<file path="src/rtl/array_0_6_ctrl.sv">
// array_0_6_ctrl: 1RW SRAM access controller with read/write round-robin and response FIFO.
// Optional init sweep: define ARRAY_0_6_CTRL_INIT_EN.
module array_0_6_ctrl #(
  parameter int ADDR_W = 14,
  parameter int DATA_W = 32,
  parameter int RESP_DEPTH = 4,
  parameter logic [DATA_W-1:0] INIT_VALUE = '0
) (
  input  logic              clock,
  input  logic              reset_n,
  input  logic              rd_req_valid,
  output logic              rd_req_ready,
  input  logic [ADDR_W-1:0] rd_req_addr,
  output logic              rd_resp_valid,
  input  logic              rd_resp_ready,
  output logic [DATA_W-1:0] rd_resp_data,
  input  logic              wr_req_valid,
  output logic              wr_req_ready,
  input  logic [ADDR_W-1:0] wr_req_addr,
  input  logic [DATA_W-1:0] wr_req_data,
  output logic              init_done,
  output logic [ADDR_W-1:0] sram_addr,
  output logic              sram_en,
  output logic              sram_wmode,
  output logic [DATA_W-1:0] sram_wdata,
  input  logic [DATA_W-1:0] sram_rdata
);

  localparam int PW = (RESP_DEPTH > 1) ? $clog2(RESP_DEPTH) : 1;
  localparam int NW = $clog2(RESP_DEPTH + 1);
  localparam int CW = $clog2(RESP_DEPTH + 3) + 1;

  logic              run;
  logic              last_wr;
  logic              rd_fire;
  logic              wr_fire;
  logic              has_credit;
  logic [CW-1:0]     used;

  logic              p1;
  logic              p2;
  logic [NW-1:0]     count;
  logic [PW-1:0]     wp;
  logic [PW-1:0]     rp;
  logic [DATA_W-1:0] mem [RESP_DEPTH];
  logic              push;
  logic              pop;

`ifdef ARRAY_0_6_CTRL_INIT_EN
  typedef enum logic {S_INIT, S_RUN} state_t;
  state_t            state;
  logic [ADDR_W-1:0] cnt;
  logic              swept;
  assign run = (state == S_RUN);
`else
  logic run_q;
  logic unused_init;
  assign run = run_q;
  assign init_done = 1'b1;
  assign unused_init = ^INIT_VALUE;
`endif

  function automatic logic [PW-1:0] nxt(input logic [PW-1:0] p);
    return (p == PW'(RESP_DEPTH - 1)) ? '0 : p + PW'(1);
  endfunction

  // Credits: FIFO slots not yet claimed by stored or in-flight reads.
  always_comb begin
    used = CW'(count) + CW'(p1) + CW'(p2);
    has_credit = (used < CW'(RESP_DEPTH));
    rd_req_ready = run & has_credit & (~wr_req_valid | last_wr);
    wr_req_ready = run & (~rd_req_valid | ~last_wr | ~has_credit);
    rd_fire = rd_req_valid & rd_req_ready;
    wr_fire = wr_req_valid & wr_req_ready;
    push = p2;
    pop = rd_resp_valid & rd_resp_ready;
  end

  assign rd_resp_valid = (count != '0);
  assign rd_resp_data = mem[rp];

  // Control FSM: init sweep, then arbitrated access onto the RW port.
  always_ff @(posedge clock or negedge reset_n) begin
    if (!reset_n) begin
      sram_en <= 1'b0;
      sram_wmode <= 1'b0;
      sram_addr <= '0;
      sram_wdata <= '0;
      last_wr <= 1'b1;
`ifdef ARRAY_0_6_CTRL_INIT_EN
      state <= S_INIT;
      cnt <= '0;
      swept <= 1'b0;
      init_done <= 1'b0;
`else
      run_q <= 1'b0;
`endif
    end else begin
`ifdef ARRAY_0_6_CTRL_INIT_EN
      if (state == S_INIT) begin
        if (swept) begin
          sram_en <= 1'b0;
          sram_wmode <= 1'b0;
          state <= S_RUN;
          init_done <= 1'b1;
        end else begin
          sram_en <= 1'b1;
          sram_wmode <= 1'b1;
          sram_addr <= cnt;
          sram_wdata <= INIT_VALUE;
          cnt <= cnt + ADDR_W'(1);
          swept <= (cnt == {ADDR_W{1'b1}});
        end
      end else begin
`else
      begin
        run_q <= 1'b1;
`endif
        unique case (1'b1)
          rd_fire: begin
            sram_en <= 1'b1;
            sram_wmode <= 1'b0;
            sram_addr <= rd_req_addr;
            last_wr <= 1'b0;
          end
          wr_fire: begin
            sram_en <= 1'b1;
            sram_wmode <= 1'b1;
            sram_addr <= wr_req_addr;
            sram_wdata <= wr_req_data;
            last_wr <= 1'b1;
          end
          default: begin
            sram_en <= 1'b0;
          end
        endcase
      end
    end
  end

  // Read tracking and response FIFO; capture lands two cycles after accept.
  always_ff @(posedge clock or negedge reset_n) begin
    if (!reset_n) begin
      p1 <= 1'b0;
      p2 <= 1'b0;
      count <= '0;
      wp <= '0;
      rp <= '0;
      for (int i = 0; i < RESP_DEPTH; i++) begin
        mem[i] <= '0;
      end
    end else begin
      p1 <= rd_fire;
      p2 <= p1;
      if (push) begin
        mem[wp] <= sram_rdata;
        wp <= nxt(wp);
      end
      if (pop) begin
        rp <= nxt(rp);
      end
      if (push && !pop) begin
        count <= count + NW'(1);
      end else if (!push && pop) begin
        count <= count - NW'(1);
      end
    end
  end

endmodule

</file>
<file path="config.mk">
export PLATFORM = sky130hd
export DESIGN_NAME = array_0_6_ctrl
export DESIGN_NICKNAME = d
export VERILOG_FILES = /design/src/rtl/array_0_6_ctrl.sv
export SDC_FILE = /design/constraint.sdc
export NUM_CORES = 1
export LEC_CHECK = 0
export CAP_MARGIN = 5
export CORE_MARGIN = 3
export CORE_UTILIZATION = 54
export CTS_CLUSTER_SIZE = 30
export DETAILED_ROUTE_END_ITERATION = 10
export PLACE_DENSITY = 0.9
export SLEW_MARGIN = 10
export SYNTH_ARGS = -nofsm -noshare
export SYNTH_HDL_FRONTEND = slang
export SYNTH_SLANG_ARGS = --single-unit
</file>
<file path="constraint.sdc">
create_clock -name clock -period 5.9 [get_ports clock]
set_clock_uncertainty 0.2 [all_clocks]
set_input_delay 0.59 -clock clock [delete_from_list [all_inputs] [get_ports clock]]
set_output_delay 0.59 -clock clock [all_outputs]
set_load 0.05 [all_outputs]
</file>
==> results of run 1 <==
-- stage by stage --
step	power, mW	worst slack (ns)	utilization (%)
after floorplan	4.729	3.107	-
after global placement	5.735	2.645	69.95
after detailed placement	5.871	2.583	69.95
after CTS	7.101	2.108	74.45
after global routing	7.362	2.026	74.45
final	7.038	2.195	74.45
-- where the power goes --
part	switching (mW)	internal [mW]
Combinational	1.97	1.53
Clock	0.485	0.708
Sequential	0.434	1.91
-- logic make-up after synthesis --
| family | Yosys count | synth area share, % |
|---|---|---|
| AOI/OAI and AO/OA | 25 | 3.062 |
| xor gates and xnor gates | 3 | 0.3316 |
| adders and majority gates | 8 | 1.357 |
| buffers and inverters | 35 | 2.036 |
| DFF | 187 | 59.05 |
| muxes | 194 | 32.11 |
| other | 1 | 0.04731 |
| and+or+nand+nor | 29 | 2.005 |
-- registers in the layout, summed over array words and instances (netlist names) --
| name | count |
|---|---|
| wp | 2 |
| sram_en | 1 |
| sram_addr | 14 |
| mem | 128 |
| count | 3 |
| p1 | 1 |
| p2 | 1 |
| sram_wmode | 1 |
| sram_wdata | 32 |
| rp | 2 |
| last_wr | 1 |
| run | 1 |
-- timing repair --
action	4_1_cts	5_1_grt
resized for setup	0	0
hold buffers	1	0
hold endpoints to repair	55	0
setup buffers	0	0
-- placed cells by master, fill, tap and decap left out, types with 2 or more instances in the layout --
cell	n
a21o_1	4
a221o_1	14
and2_1	14
buf_4	3
bufinv_16	4
clkbuf_16	17
clkdlybuf4s50_1	178
clkinv_2	3
clkinvlp_4	6
conb_1	2
dfrtp_1	184
dfrtp_2	2
ha_1	7
inv_1	6
mux2_2	162
mux4_2	32
nand2_1	4
nand2_2	4
o21ai_0	2
xor2_1	2
-- per-layer routing --
layer  track usage [%]  share of wire (%)  vias to the layer above  routed length [um]
met5                 0               0.14                        -                  25
met4             6.309                1.4                        4                 249
met3             9.908                8.8                       24                1595
met2             41.10                 52                      198                9350
met1             27.31                 38                     2526                6903
li1                  -                  -                     2125                   -
-- critical path: stages (launching register included) --
cell	delay [ns]
dfrtp_1	0.57
ha_1	0.31
a21o_1	0.27
a2111oi_4	0.45
clkdlybuf4s50_1	0.89
-- cell type report --
type                       count  area, sq um
clock buffer                  17        425.4
clock inverter                15        197.7
fill                         858         3602
inverter                       7        26.28
multi-input combinational    261         3110
sequential                   187         4683
tap                          180        225.2
timing repair buffer         183         1826
-- how the worst min path moves through the flow --
stage / endpoint / slack [ns] / cells past startpoint
4_1_cts: p2$_DFF_PN0_ / 0.21 / 0
2_1_floorplan: count[0]$_DFFE_PN0P_ / 0.09 / 0
3_3_place_gp: p2$_DFF_PN0_ / 0.20 / 0
5_1_grt: p2$_DFF_PN0_ / 0.21 / 0
6_report: p2$_DFF_PN0_ / 0.20 / 0
3_5_place_dp: p2$_DFF_PN0_ / 0.19 / 0
==> reports/qor.txt, run 1 <==
Sinks on Clock Net: 187
WHS: 0.1970 ns
Dpl cell area: 0.009861 sq mm
First-pass GRT wire length: 29.54 mm
Arr. time, crit path: 2.91 ns
PD cells: 670.7 mW/mm^2
Final Hold Viols: 0
Top cells by count, synth: dfrtp_1 (186), mux2_2 (162), mux4_2 (32)
Mean cell area of the mapped netlist: 16.44 sq um
Worst relative slew slack: 20.59%
Final setup viols: 0
Starting Density: 56.23%
Worst-path fanout max: 10
Cells after Synth: 482
Final critical-path share of the clock period: 62.79%
Flops & latches, synth: 187
Pre-antenna DRT Iters: 6
Final Cell Area: 0.01049 sq mm
Synth area leader: dfrtp_1
Via Count: 4877
Diodes inserted: 0
Max-cap violations: 0
Yosys top cell area share: 58.72%
FP Rows: 43
Worst r2r src: p2$_DFF_PN0_
Post-synth EDFFs: 0
CP Class: reg2out
Avg WL per Cell: 21.32 um
Leakage: 4.345 nW
DRT antenna net count: 0
Reg2reg end: sram_addr[0]$_DFFE_PN0P_
Top post-synthesis cells by area: dfrtp_1 (59%), mux2_2 (23%), mux4_2 (9.1%)
Status: finished, final reports clean
Worst setup path endpoint: rd_req_ready
TritonCTS Buffers: 17
RSZ-0062 raised after global routing: no
CTS tree: yes
CP Launch Point: p2$_DFF_PN0_
Pin count of the biggest net entering global routing: 76
CTS clk-pin slew, worst paths: 0.07 ns
Initial DRC Count: 295
DIE WIDTH: 127.2 um
Root Buffer: clkbuf_16
IO Port Bufs: 179
Nets: 762
Minimum clock period: 3.705 ns
Core area: 0.01410 sq mm
Tot GR Track Use: 23.72%
Crit path launch type: flop
Worst slew pin tran: 1.189 ns
Die Y: 127.2 um
Remaining DRCs: 0
Fmax: 0.2699 GHz
Distinct cells, synth: 33
GRT overflow: 0
Type of the worst min-delay path: reg2reg
Most instantiated library cell after synthesis: dfrtp_1
Async SR Flop Fraction: 100.0%
Top_reg_cell synth: dfrtp_1
Placed wire-length estimate: 12.29 mm
Worst reg2reg setup slack: 3.02 ns
GP Congestion: 0.7630
Final setup TNS: 0 ns
Final wirelength: 18.13 mm
CP Capture Type: output pin
Post-synthesis cell area: 0.007926 sq mm
H-tree Lvls: 4
Ys Warns: 0
Total die area: 0.01617 sq mm
Final Max Slew Viols: 0
IO Pins: 181
HP Start: p1$_DFF_PN0_
Clock tree buffer depth: 2
R2R depth: 5
Seq/Total Area, Yosys: 59.05%
Synth-to-layout area growth: 32.39%
VDD IR max: 0.3590 mV
Vias in the first global route: 5679
Placed Cells: 817
Non-Filler Instances: 850
Initial antenna violation count: 2
CP required: 5.11 ns
Vias per Instance: 5.738
Clk Latency, worst-skew pair: 0.43 ns
Layout cells sized above 1: 35.97%
Note: power is estimated with default switching activity, not from simulation.
==> inputs of run 2 (changes only) <==
--- a/config.mk
+++ b/config.mk
@@ -7,10 +7,10 @@
 export LEC_CHECK = 0
 export CAP_MARGIN = 5
 export CORE_MARGIN = 3
-export CORE_UTILIZATION = 54
+export CORE_UTILIZATION = 50
 export CTS_CLUSTER_SIZE = 30
 export DETAILED_ROUTE_END_ITERATION = 10
-export PLACE_DENSITY = 0.9
+export PLACE_DENSITY = 0.85
 export SLEW_MARGIN = 10
 export SYNTH_ARGS = -nofsm -noshare
 export SYNTH_HDL_FRONTEND = slang
==> constraint.sdc (replaced) <==
create_clock -name clock -period 3.63 [get_ports clock]
set_clock_uncertainty 0.2 [all_clocks]
set_input_delay 0.363 -clock clock [delete_from_list [all_inputs] [get_ports clock]]
set_output_delay 0.363 -clock clock [all_outputs]
set_load 0.05 [all_outputs]
==> run 2 against run 1 <==
Clock power rose by 79%. Final area is 1.3% higher. Die area rose by 7.6%. Setup slack lost 2.0 ns. Sequential power grew 60%. Non-clock buffer count rose by 2. Critical path type unchanged. Critical endpoint unchanged. Largest cell class unchanged. Highest routed layer is now met4.
==> reports/qor.txt, run 2 (synthesized netlist as in run 1, its figures left out) <==
Status: finished, final reports clean
Non-Filler Instances: 883
IO Pins: 181
Power share of the clock group: 18.4%
Die Y: 131.9 um
TritonCTS Buffers: 17
Commonest non-fill, non-tap cell in the layout: dfrtp_1
DP Worst Slack: 0.6112 ns
Pre-antenna DRT Iters: 4
Vias in the first global route: 5669
Final setup viols: 0
GRT overflow: 0
Sinks on Clock Net: 187
R2R depth: 5
First-pass GRT wire length: 28.92 mm
Biggest regs: mem x128, sram_wdata x32, sram_addr x14
Clk Latency, worst-skew pair: 0.42 ns
Top reg by flops: mem
Worst setup path endpoint: rd_req_ready
Final wirelength: 17.48 mm
Commonest non-fill, non-tap cells in the layout: dfrtp_1 (184), clkdlybuf4s50_1 (178), mux2_2 (162)
Remaining DRCs: 0
Placed wire-length estimate: 11.74 mm
Leakage: 4.415 nW
Final critical-path share of the clock period: 95.70%
Avg WL per Cell: 19.79 um
Layout cells sized above 1: 36.16%
CTS tree: yes
Net Sw Frac: 39.90%
Fmax: 0.2879 GHz
Starting Density: 51.57%
DIE WIDTH: 131.9 um
Arr. time, crit path: 2.91 ns
Placed Cells: 850
Int Pwr: 6.965 mW
Worst r2r src: p2$_DFF_PN0_
CP Launch Point: p2$_DFF_PN0_
Initial DRC Count: 203
Nets: 764
Clock tree buffer depth: 2
PD cells: 1090 mW/mm^2
Setup repair bufs after CTS: 0
Via Count: 4814
Initial antenna violation count: 0
Worst relative slew slack: 34.43%
Crit path launch type: flop
RSZ-0062 raised after global routing: no
Reg2reg end: sram_addr[6]$_DFFE_PN0P_
Comb power frac: 49.3%
Finished Core Util: 69.16%
Root Buffer: clkbuf_16
Psw: 4.623 mW
Total die area: 0.01740 sq mm
IO Port Bufs: 179
Tot GR Track Use: 21.04%
Sequential power share: 32.3%
FP Rows: 45
CP required: 3.07 ns
H-tree Lvls: 4
Worst-path fanout max: 10
Synth-to-layout area growth: 34.11%
Worst slew pin tran: 0.9801 ns
Vias per Instance: 5.452
GP Congestion: 0.7534
Max reg flops: 128
DRT antenna net count: 0
Diodes inserted: 0
Final setup margin: 0.1560 ns
Worst reg2reg setup slack: 1.08 ns
WHS: 0.1969 ns
CP Class: reg2out
Pin count of the biggest net entering global routing: 96
Core area: 0.01537 sq mm
Type of the worst min-delay path: reg2reg
CP Capture Type: output pin
Final setup TNS: 0 ns
Final Max Slew Viols: 0
Max-cap violations: 0
CTS clk-pin slew, worst paths: 0.06 ns
Minimum clock period: 3.474 ns
VDD IR max: 0.7377 mV
Final Hold Viols: 0
[run 2: cell types whose count changed in the layout (fill, tap and decap cells not counted)]
cell        delta
buf_12         +1
clkinvlp_4     -6
bufinv_16      +2
buf_4          +1
clkbuf_8       +4
inv_6          -1
clkinv_4       +1
[run 2: critical path, cell delays in order, from the launching register on]
cell	delay, ns
dfrtp_1	0.56
ha_1	0.30
a21o_1	0.25
a2111oi_4	0.47
clkdlybuf4s50_1	0.90
[run 2: worst min-delay path by stage]
stage                       startpoint  slack (ns)  cells past startpoint              endpoint
after floorplan                reset_n       -0.13                      0  count[0]$_DFFE_PN0P_
after global placement    p1$_DFF_PN0_        0.17                      0          p2$_DFF_PN0_
after detailed placement  p1$_DFF_PN0_        0.18                      0          p2$_DFF_PN0_
after CTS                 p1$_DFF_PN0_        0.20                      0          p2$_DFF_PN0_
after global routing      p1$_DFF_PN0_        0.23                      0          p2$_DFF_PN0_
final                     p1$_DFF_PN0_        0.20                      0          p2$_DFF_PN0_
[run 2: final cells by class]
class                           count  area (sq um)
Multi-Input combinational cell    261          3110
Inverter                            7         26.28
Clock inverter                     11         212.7
Clock buffer                       21         480.5
Timing Repair Buffer              185          1853
Tap cell                          211         264.0
Fill cell                        1010          4741
Sequential cell                   187          4683
[run 2: per-stage QoR]
stage | area [sq um] | total power [mW]
final | 10630 | 11.59
after global routing | 10630 | 12.11
after CTS | 10630 | 11.70
after detailed placement | 9927 | 9.521
after floorplan | 7930 | 7.686
after global placement | 9927 | 9.280
[run 2: timing repair]
action,in CTS,in global routing
hold buffers,1,0
endpoints found under the hold margin,93,0
resized for setup,0,0
[run 2: power groups by stage]
stage	Sequential (mW)	Combinational [mW]	Clock (mW)
after global placement	3.65	5.63	0
after CTS	3.75	5.79	2.17
after floorplan	4.33	3.35	0
after detailed placement	3.77	5.75	0
after global routing	3.87	5.98	2.26
final	3.74	5.72	2.13
[run 2: per-layer routing]
layer / GRT usage [%] / vias up / share of wire, %
met1: 24.84 / 2498 / 39
met3: 7.824 / 19 / 7.5
met2: 36.09 / 156 / 52
li1: - / 2141 / -
met4: 6.359 / 0 / 1.2
met5: 0 / - / 0
==> inputs of run 3 (changes only) <==
--- a/config.mk
+++ b/config.mk
@@ -5,13 +5,11 @@
 export SDC_FILE = /design/constraint.sdc
 export NUM_CORES = 1
 export LEC_CHECK = 0
-export CAP_MARGIN = 5
 export CORE_MARGIN = 3
 export CORE_UTILIZATION = 50
 export CTS_CLUSTER_SIZE = 30
 export DETAILED_ROUTE_END_ITERATION = 10
 export PLACE_DENSITY = 0.85
-export SLEW_MARGIN = 10
 export SYNTH_ARGS = -nofsm -noshare
 export SYNTH_HDL_FRONTEND = slang
 export SYNTH_SLANG_ARGS = --single-unit
==> results of run 3 <==
No change in the layout: final DEF, timing and power equal those of run 2.
